==> src/rtl/sine_arb_pkg.sv <==
// -----------------------------------------------------------------------------
// sine_arb_pkg
// Shared definitions for the sine lookup arbiter:
//   - arb_state_t  : lookup sequencer states (IDLE, WAIT, CAPT)
//   - DEF_ROM_DEPTH: default sine_table entries per quadrant
//   - DEF_ROM_WIDTH: default sine_table ROM word width
//   - QUARTER_TURN : angle offset that turns a sine lookup into a cosine lookup
//   - rr_index()   : modular index helper used by the round-robin search
// -----------------------------------------------------------------------------
package sine_arb_pkg;

    typedef enum logic [1:0] {
        IDLE = 2'd0,
        WAIT = 2'd1,
        CAPT = 2'd2
    } arb_state_t;

    localparam int DEF_ROM_DEPTH = 64;
    localparam int DEF_ROM_WIDTH = 8;

    // One quadrant of the table is 90 degrees: cos(a) == sin(a + 90deg).
    localparam int QUARTER_TURN  = DEF_ROM_DEPTH;

    // (base + offset) mod n for small non-negative operands.
    function automatic int rr_index(input int base, input int offset, input int n);
        return (base + offset) % n;
    endfunction

endpackage

==> src/rtl/sine_lookup_arbiter_rr.sv <==
// -----------------------------------------------------------------------------
// rr_arbiter
// Round-robin one-hot grant generator with its own priority pointer.
// Ports:
//   clk, rst   : clock, asynchronous active-high reset
//   enable     : grant allowed this cycle (arbiter owner is idle)
//   req        : request vector
//   grant      : one-hot grant, first set req searching upward from rr_ptr
//   grant_idx  : binary index of the granted requester
//   accept     : a grant is being issued this cycle
// The pointer moves to one past the granted requester on every accept.
// -----------------------------------------------------------------------------
module rr_arbiter
    import sine_arb_pkg::*;
#(
    parameter int NUM_REQ = 4,
    parameter int PTRW    = $clog2(NUM_REQ)
) (
    input  logic               clk,
    input  logic               rst,
    input  logic               enable,
    input  logic [NUM_REQ-1:0] req,
    output logic [NUM_REQ-1:0] grant,
    output logic [PTRW-1:0]    grant_idx,
    output logic               accept
);

    logic [PTRW-1:0]    rr_ptr_r;
    logic [NUM_REQ-1:0] grant_s;
    logic [PTRW-1:0]    grant_idx_s;
    logic               found_s;
    logic [PTRW-1:0]    idx_s;

    // First requester at or above rr_ptr (with wrap) wins; nothing while in reset.
    always_comb begin
        grant_s     = {NUM_REQ{1'b0}};
        grant_idx_s = {PTRW{1'b0}};
        found_s     = 1'b0;
        idx_s       = {PTRW{1'b0}};
        for (int k = 0; k < NUM_REQ; k++) begin
            idx_s = PTRW'(rr_index(int'(rr_ptr_r), k, NUM_REQ));
            if (!found_s && req[idx_s] && enable && !rst) begin
                found_s        = 1'b1;
                grant_s[idx_s] = 1'b1;
                grant_idx_s    = idx_s;
            end else begin
                // a higher-priority requester already won, or this one is idle
            end
        end
    end

    // Priority pointer: start the next search just past the winner.
    always_ff @(posedge clk or posedge rst) begin
        if (rst) begin
            rr_ptr_r <= {PTRW{1'b0}};
        end else if (found_s) begin
            rr_ptr_r <= PTRW'(rr_index(int'(grant_idx_s), 1, NUM_REQ));
        end else begin
            rr_ptr_r <= rr_ptr_r;
        end
    end

    assign grant     = grant_s;
    assign grant_idx = grant_idx_s;
    assign accept    = found_s;

endmodule

==> src/rtl/sine_lookup_arbiter.sv <==
// -----------------------------------------------------------------------------
// sine_lookup_arbiter
// Shares one sine_table lookup port among NUM_REQ requesters.
// The table mixes live-address quadrant logic with a registered ROM, so the
// address is held stable for the full LATENCY before the result is captured.
// Ports:
//   clk, rst   : clock, asynchronous active-high reset
//   req_valid  : per-requester request pending
//   req_angle  : per-requester angle (full circle = 2^ADDRW)
//   req_cos    : per-requester 1 = cosine, 0 = sine
//   req_ready  : one-hot combinational grant (only while IDLE)
//   rsp_valid  : one-cycle result strobe to the requester that owns the lookup
//   rsp_data   : signed result, held until the next response
//   tbl_id     : address to sine_table id (held between accepts)
//   tbl_data   : sine_table data
//   busy       : a lookup is in flight (WAIT or CAPT)
// -----------------------------------------------------------------------------
module sine_lookup_arbiter
    import sine_arb_pkg::*;
#(
    parameter int NUM_REQ   = 4,
    parameter int ROM_DEPTH = DEF_ROM_DEPTH,
    parameter int ROM_WIDTH = DEF_ROM_WIDTH,
    parameter int ADDRW     = $clog2(4 * ROM_DEPTH),
    parameter int LATENCY   = 2
) (
    input  logic                          clk,
    input  logic                          rst,
    input  logic [NUM_REQ-1:0]            req_valid,
    input  logic [NUM_REQ-1:0][ADDRW-1:0] req_angle,
    input  logic [NUM_REQ-1:0]            req_cos,
    output logic [NUM_REQ-1:0]            req_ready,
    output logic [NUM_REQ-1:0]            rsp_valid,
    output logic signed [2*ROM_WIDTH-1:0] rsp_data,
    output logic [ADDRW-1:0]              tbl_id,
    input  logic signed [2*ROM_WIDTH-1:0] tbl_data,
    output logic                          busy
);

    localparam int PTRW = $clog2(NUM_REQ);
    localparam int CNTW = (LATENCY > 1) ? $clog2(LATENCY) : 1;

    // Cosine is a quarter turn ahead; a quadrant is ROM_DEPTH table steps.
    localparam logic [ADDRW-1:0] COS_OFFSET = ADDRW'(ROM_DEPTH);

    arb_state_t                   state_r;
    arb_state_t                   state_next_s;
    logic [CNTW-1:0]              count_r;
    logic [PTRW-1:0]              owner_r;
    logic [ADDRW-1:0]             tbl_id_r;
    logic signed [2*ROM_WIDTH-1:0] rsp_data_r;
    logic [NUM_REQ-1:0]           rsp_valid_r;
    logic                         busy_r;

    logic                         enable_s;
    logic [NUM_REQ-1:0]           grant_s;
    logic [PTRW-1:0]              grant_idx_s;
    logic                         accept_s;
    logic [ADDRW-1:0]             id_next_s;

    assign enable_s = (state_r == IDLE);

    rr_arbiter #(
        .NUM_REQ (NUM_REQ),
        .PTRW    (PTRW)
    ) u_rr_arbiter (
        .clk       (clk),
        .rst       (rst),
        .enable    (enable_s),
        .req       (req_valid),
        .grant     (grant_s),
        .grant_idx (grant_idx_s),
        .accept    (accept_s)
    );

    // Table address for the winner; the ADDRW-bit add wraps past a full turn.
    always_comb begin
        id_next_s = req_angle[grant_idx_s];
        if (req_cos[grant_idx_s]) begin
            id_next_s = req_angle[grant_idx_s] + COS_OFFSET;
        end else begin
            id_next_s = req_angle[grant_idx_s];
        end
    end

    // Sequencer next state: accept -> hold address LATENCY cycles -> capture.
    always_comb begin
        state_next_s = state_r;
        case (state_r)
            IDLE: begin
                if (accept_s) begin
                    state_next_s = WAIT;
                end else begin
                    state_next_s = IDLE;
                end
            end
            WAIT: begin
                if (count_r == CNTW'(LATENCY - 1)) begin
                    state_next_s = CAPT;
                end else begin
                    state_next_s = WAIT;
                end
            end
            CAPT:    state_next_s = IDLE;
            default: state_next_s = IDLE;
        endcase
    end

    // State, held address, latency counter and response registers.
    always_ff @(posedge clk or posedge rst) begin
        if (rst) begin
            state_r     <= IDLE;
            count_r     <= {CNTW{1'b0}};
            owner_r     <= {PTRW{1'b0}};
            tbl_id_r    <= {ADDRW{1'b0}};
            rsp_data_r  <= {(2*ROM_WIDTH){1'b0}};
            rsp_valid_r <= {NUM_REQ{1'b0}};
            busy_r      <= 1'b0;
        end else begin
            state_r     <= state_next_s;
            busy_r      <= (state_next_s != IDLE);
            rsp_valid_r <= {NUM_REQ{1'b0}};
            case (state_r)
                IDLE: begin
                    if (accept_s) begin
                        tbl_id_r <= id_next_s;
                        owner_r  <= grant_idx_s;
                        count_r  <= {CNTW{1'b0}};
                    end else begin
                        tbl_id_r <= tbl_id_r;
                    end
                end
                WAIT: begin
                    count_r <= count_r + CNTW'(1);
                end
                CAPT: begin
                    // Address has been stable for LATENCY cycles: data is valid now.
                    rsp_data_r  <= tbl_data;
                    rsp_valid_r <= {{(NUM_REQ-1){1'b0}}, 1'b1} << owner_r;
                end
                default: begin
                    count_r <= {CNTW{1'b0}};
                end
            endcase
        end
    end

    assign req_ready = grant_s;
    assign rsp_valid = rsp_valid_r;
    assign rsp_data  = rsp_data_r;
    assign tbl_id    = tbl_id_r;
    assign busy      = busy_r;

endmodule

==> config.mk <==
export PLATFORM = sky130hd
export DESIGN_NAME = sine_lookup_arbiter
export DESIGN_NICKNAME = d
export VERILOG_FILES = /design/src/rtl/sine_arb_pkg.sv /design/src/rtl/sine_lookup_arbiter_rr.sv /design/src/rtl/sine_lookup_arbiter.sv
export SDC_FILE = /design/constraint.sdc
export NUM_CORES = 1
export LEC_CHECK = 0
export CAP_MARGIN = 20
export CORE_ASPECT_RATIO = 0.5
export CORE_MARGIN = 4
export CORE_UTILIZATION = 45
export DETAILED_ROUTE_END_ITERATION = 6
export PLACE_DENSITY = 0.95
export RECOVER_POWER = 100
export SYNTH_ARGS = -nofsm -noshare
export SYNTH_HDL_FRONTEND = slang
export SYNTH_HIERARCHICAL = 1
export SYNTH_SLANG_ARGS = --single-unit
==> constraint.sdc <==
create_clock -name clk -period 5.1 [get_ports clk]
set_clock_uncertainty 0.1 [all_clocks]
set_input_delay 1.02 -clock clk [delete_from_list [all_inputs] [get_ports clk]]
set_output_delay 1.02 -clock clk [all_outputs]
set_load 0.02 [all_outputs]
==> metrics.txt <==
outcome finished, violations left; failing checks max-capacitance violations, max-slew violations; Hold WC Path Type reg2reg; pin count of the biggest net entering global routing 35; LEAKAGE 1.30 nW; Hold Buf Count CTS 0; Max VDD drop 0.313 mV; relative slew slack -18.7%; shortest period the worst path allows 4.73 ns; total number of vias 1687; post-CTS setup buffer count 0; chip width 104 µm; Final Slew Violations 35; WL/cell 17.1 µm; Die Area 5780 µm²; R2R setup slack 0.40 ns; most frequent cell after synthesis dfrtp_1; Clock H-tree levels 2; Max Cap Viol 1; top post-synthesis cells by count dfrtp_1, mux2_2, a22oi_1, nor2_1, inv_1; final hold vios 0; critical path startpoint category flop; TritonCTS clock tree built; grt ovf 0; post-synth top area share 43.8%; Period Utilization, post-route 92.7%; GRT Total Usage 19.2%; critical path's slowest cell dlygate4sd3_1; CP Capture Type output pin; number of CTS-inserted buffers 5; number of global-route vias before repair 1804; Port Buffers 90; mean number of vias per cell 5.48; n_diodes 0; Worst-Skew Late Latency 0.28 ns; setup violators final 0; nets 313; Fill cells 336; root buffer cell clkbuf_8; Initial DRT Pass Iterations 4; Clock Path Buffers 2; antenna-violating nets left 0; Fmax 212 MHz; RSZ-0062 raised after global routing no; routability cong. 0.753; Syn Std Cell Area 2060 µm²; yosys warns 6; Core Area 4400 µm²; footprint of the multi-input gates 1060 µm²; drt total wl 5.27 mm; DP Wirelength 4.23 mm; sequential-to-total area share from yosys stat 43.8%; Initial Util 46.7%; Post-synth ARST share 100%; slowest stage delay, CP 0.68 ns; first-pass GRT wire length 8.85 mm; DRC 0; PD cells 587 nW/µm²; Synth-to-Final Area Change 48.3%; hold_ws 0.397 ns; syn nets 221; number of library cell types mapped by synthesis 38; initial antenna violation count 0; sequential cell area 901 µm²; Primary FF master, synth dfrtp_1; Slew @ Worst Pin 1.78 ns; CTS clk-pin slew, worst paths 0.06 ns; initial DRC count 78; crit-path cells inv_1, ha_1, mux2_1, a22o_1, nor3b_1, a22oi_1, nand2_1, dlygate4sd3_1; Critical Path Fanout Max 12; layout cell share with drive strength beyond 1 16.3%; CP Data Required Time 3.98 ns; Synth Register Bits 36; Rows 17; total negative slack 0 ns; number of synthesized flops with an enable pin 0; io pins 91; average size of a mapped cell 12.9 µm²; clock sink count 36; Post-CTS Resized 0; crit path DAT 3.61 ns; Synth area leaders dfrtp_1, mux2_2, mux4_1; die height 55.8 µm; Mapped Cells 159; CP Class reg2out; largest area contributor in the netlist dfrtp_1
state kept, by name, summed over array words and instances (netlist names), named ones only:
| name | cells |
|---|---|
| u_rr_arbiter/rr_ptr_r | 1 |
| tbl_id | 8 |
| state_r | 2 |
| count_r | 1 |
| owner_r | 2 |
| busy | 1 |
| rsp_valid | 4 |
| rsp_data | 16 |
path summary, 6_finish.rpt:
path	from	depth (start not counted)	endpoint
hold / removal	rsp_data[8]	1	rsp_data[8]
setup / recovery	flop	8	req_ready[3]
hold reg to reg	rsp_data[8]	1	rsp_data[8]
max in group asynchronous	rst	3	rsp_valid[0]
min in group asynchronous	rst	2	async pin
setup reg to reg	flop	9	tbl_id[7]
through the flow:
step	utilization (%)	std cells	total power, W	area [µm²]	setup WS [ns]
2_1_floorplan	-	159	0.00129	2060	1.63
6_report	69.3	308	0.00179	3050	0.372
4_1_cts	69.7	308	0.00187	3070	0.379
5_1_grt	69.3	308	0.00191	3050	0.0717
3_3_place_gp	68.0	301	0.00162	2990	0.642
3_5_place_dp	68.0	301	0.00167	2990	0.489
where the power goes:
group	internal [W]	total (W)	switching, W
Sequential	0.000420	0.000515	0.0000955
Combinational	0.000563	0.00109	0.000528
Clock	0.0000927	0.000184	0.0000918
Total	0.00108	0.00179	0.000716
layout make-up:
cell class | count | area share [%]
clock inverters | 1 | 0.164
repair buffers | 93 | 30.0
clock buffers | 6 | 2.38
multi-input cells | 108 | 34.7
well taps | 57 | 2.34
flip-flops and latches | 36 | 29.5
inverters | 7 | 0.862
critical path: cells and delay by family, from the launching register on:
| family | cells | cell delay (ns) |
|---|---|---|
| simple gates | 2 | 0.56 |
| compound gates | 2 | 0.47 |
| flops | 1 | 0.63 |
| buf+inv | 2 | 0.83 |
| mux | 1 | 0.38 |
| fa+ha+maj | 1 | 0.46 |
placed cells by master, fill, tap and decap left out, types with 2 or more instances in the layout:
cell type         n
clkdlybuf4s50_1  57
dfrtp_1          36
dlygate4sd3_1    33
mux2_2           27
a22oi_1           9
nor2_1            8
inv_1             7
mux4_1            6
nand2_1           6
clkbuf_8          5
a21oi_1           4
mux2i_1           4
mux4_2            4
ha_1              4
nor3b_1           3
and3_1            3
xnor2_1           3
clkbuf_1          3
nand3_1           3
nor2b_1           2
and3b_1           2
a22o_1            2
or3_1             2
cell families (layout without fill, tap and decap cells):
logic type,Yosys count,count (layout),share of synthesized area (%)
multiplexers,43,43,30.1
flip-flops,36,36,43.8
AND/OR/NAND/NOR,35,35,9.62
AO/OA/AOI/OAI,23,23,8.70
buffers and inverters,15,107,4.08
adder cells (fa/ha/maj),4,4,2.43
XOR/XNOR,3,3,1.28
layer usage:
| metal | wire [µm] | track usage, % | vias up |
|---|---|---|---|
| li1 | - | - | 780 |
| met1 | 1950 | 20.0 | 846 |
| met2 | 3000 | 37.7 | 48 |
| met3 | 187 | 4.17 | 13 |
| met4 | 133 | 7.95 | 0 |
| met5 | 0 | 0 | - |
Power figures use the tool's default switching activity.
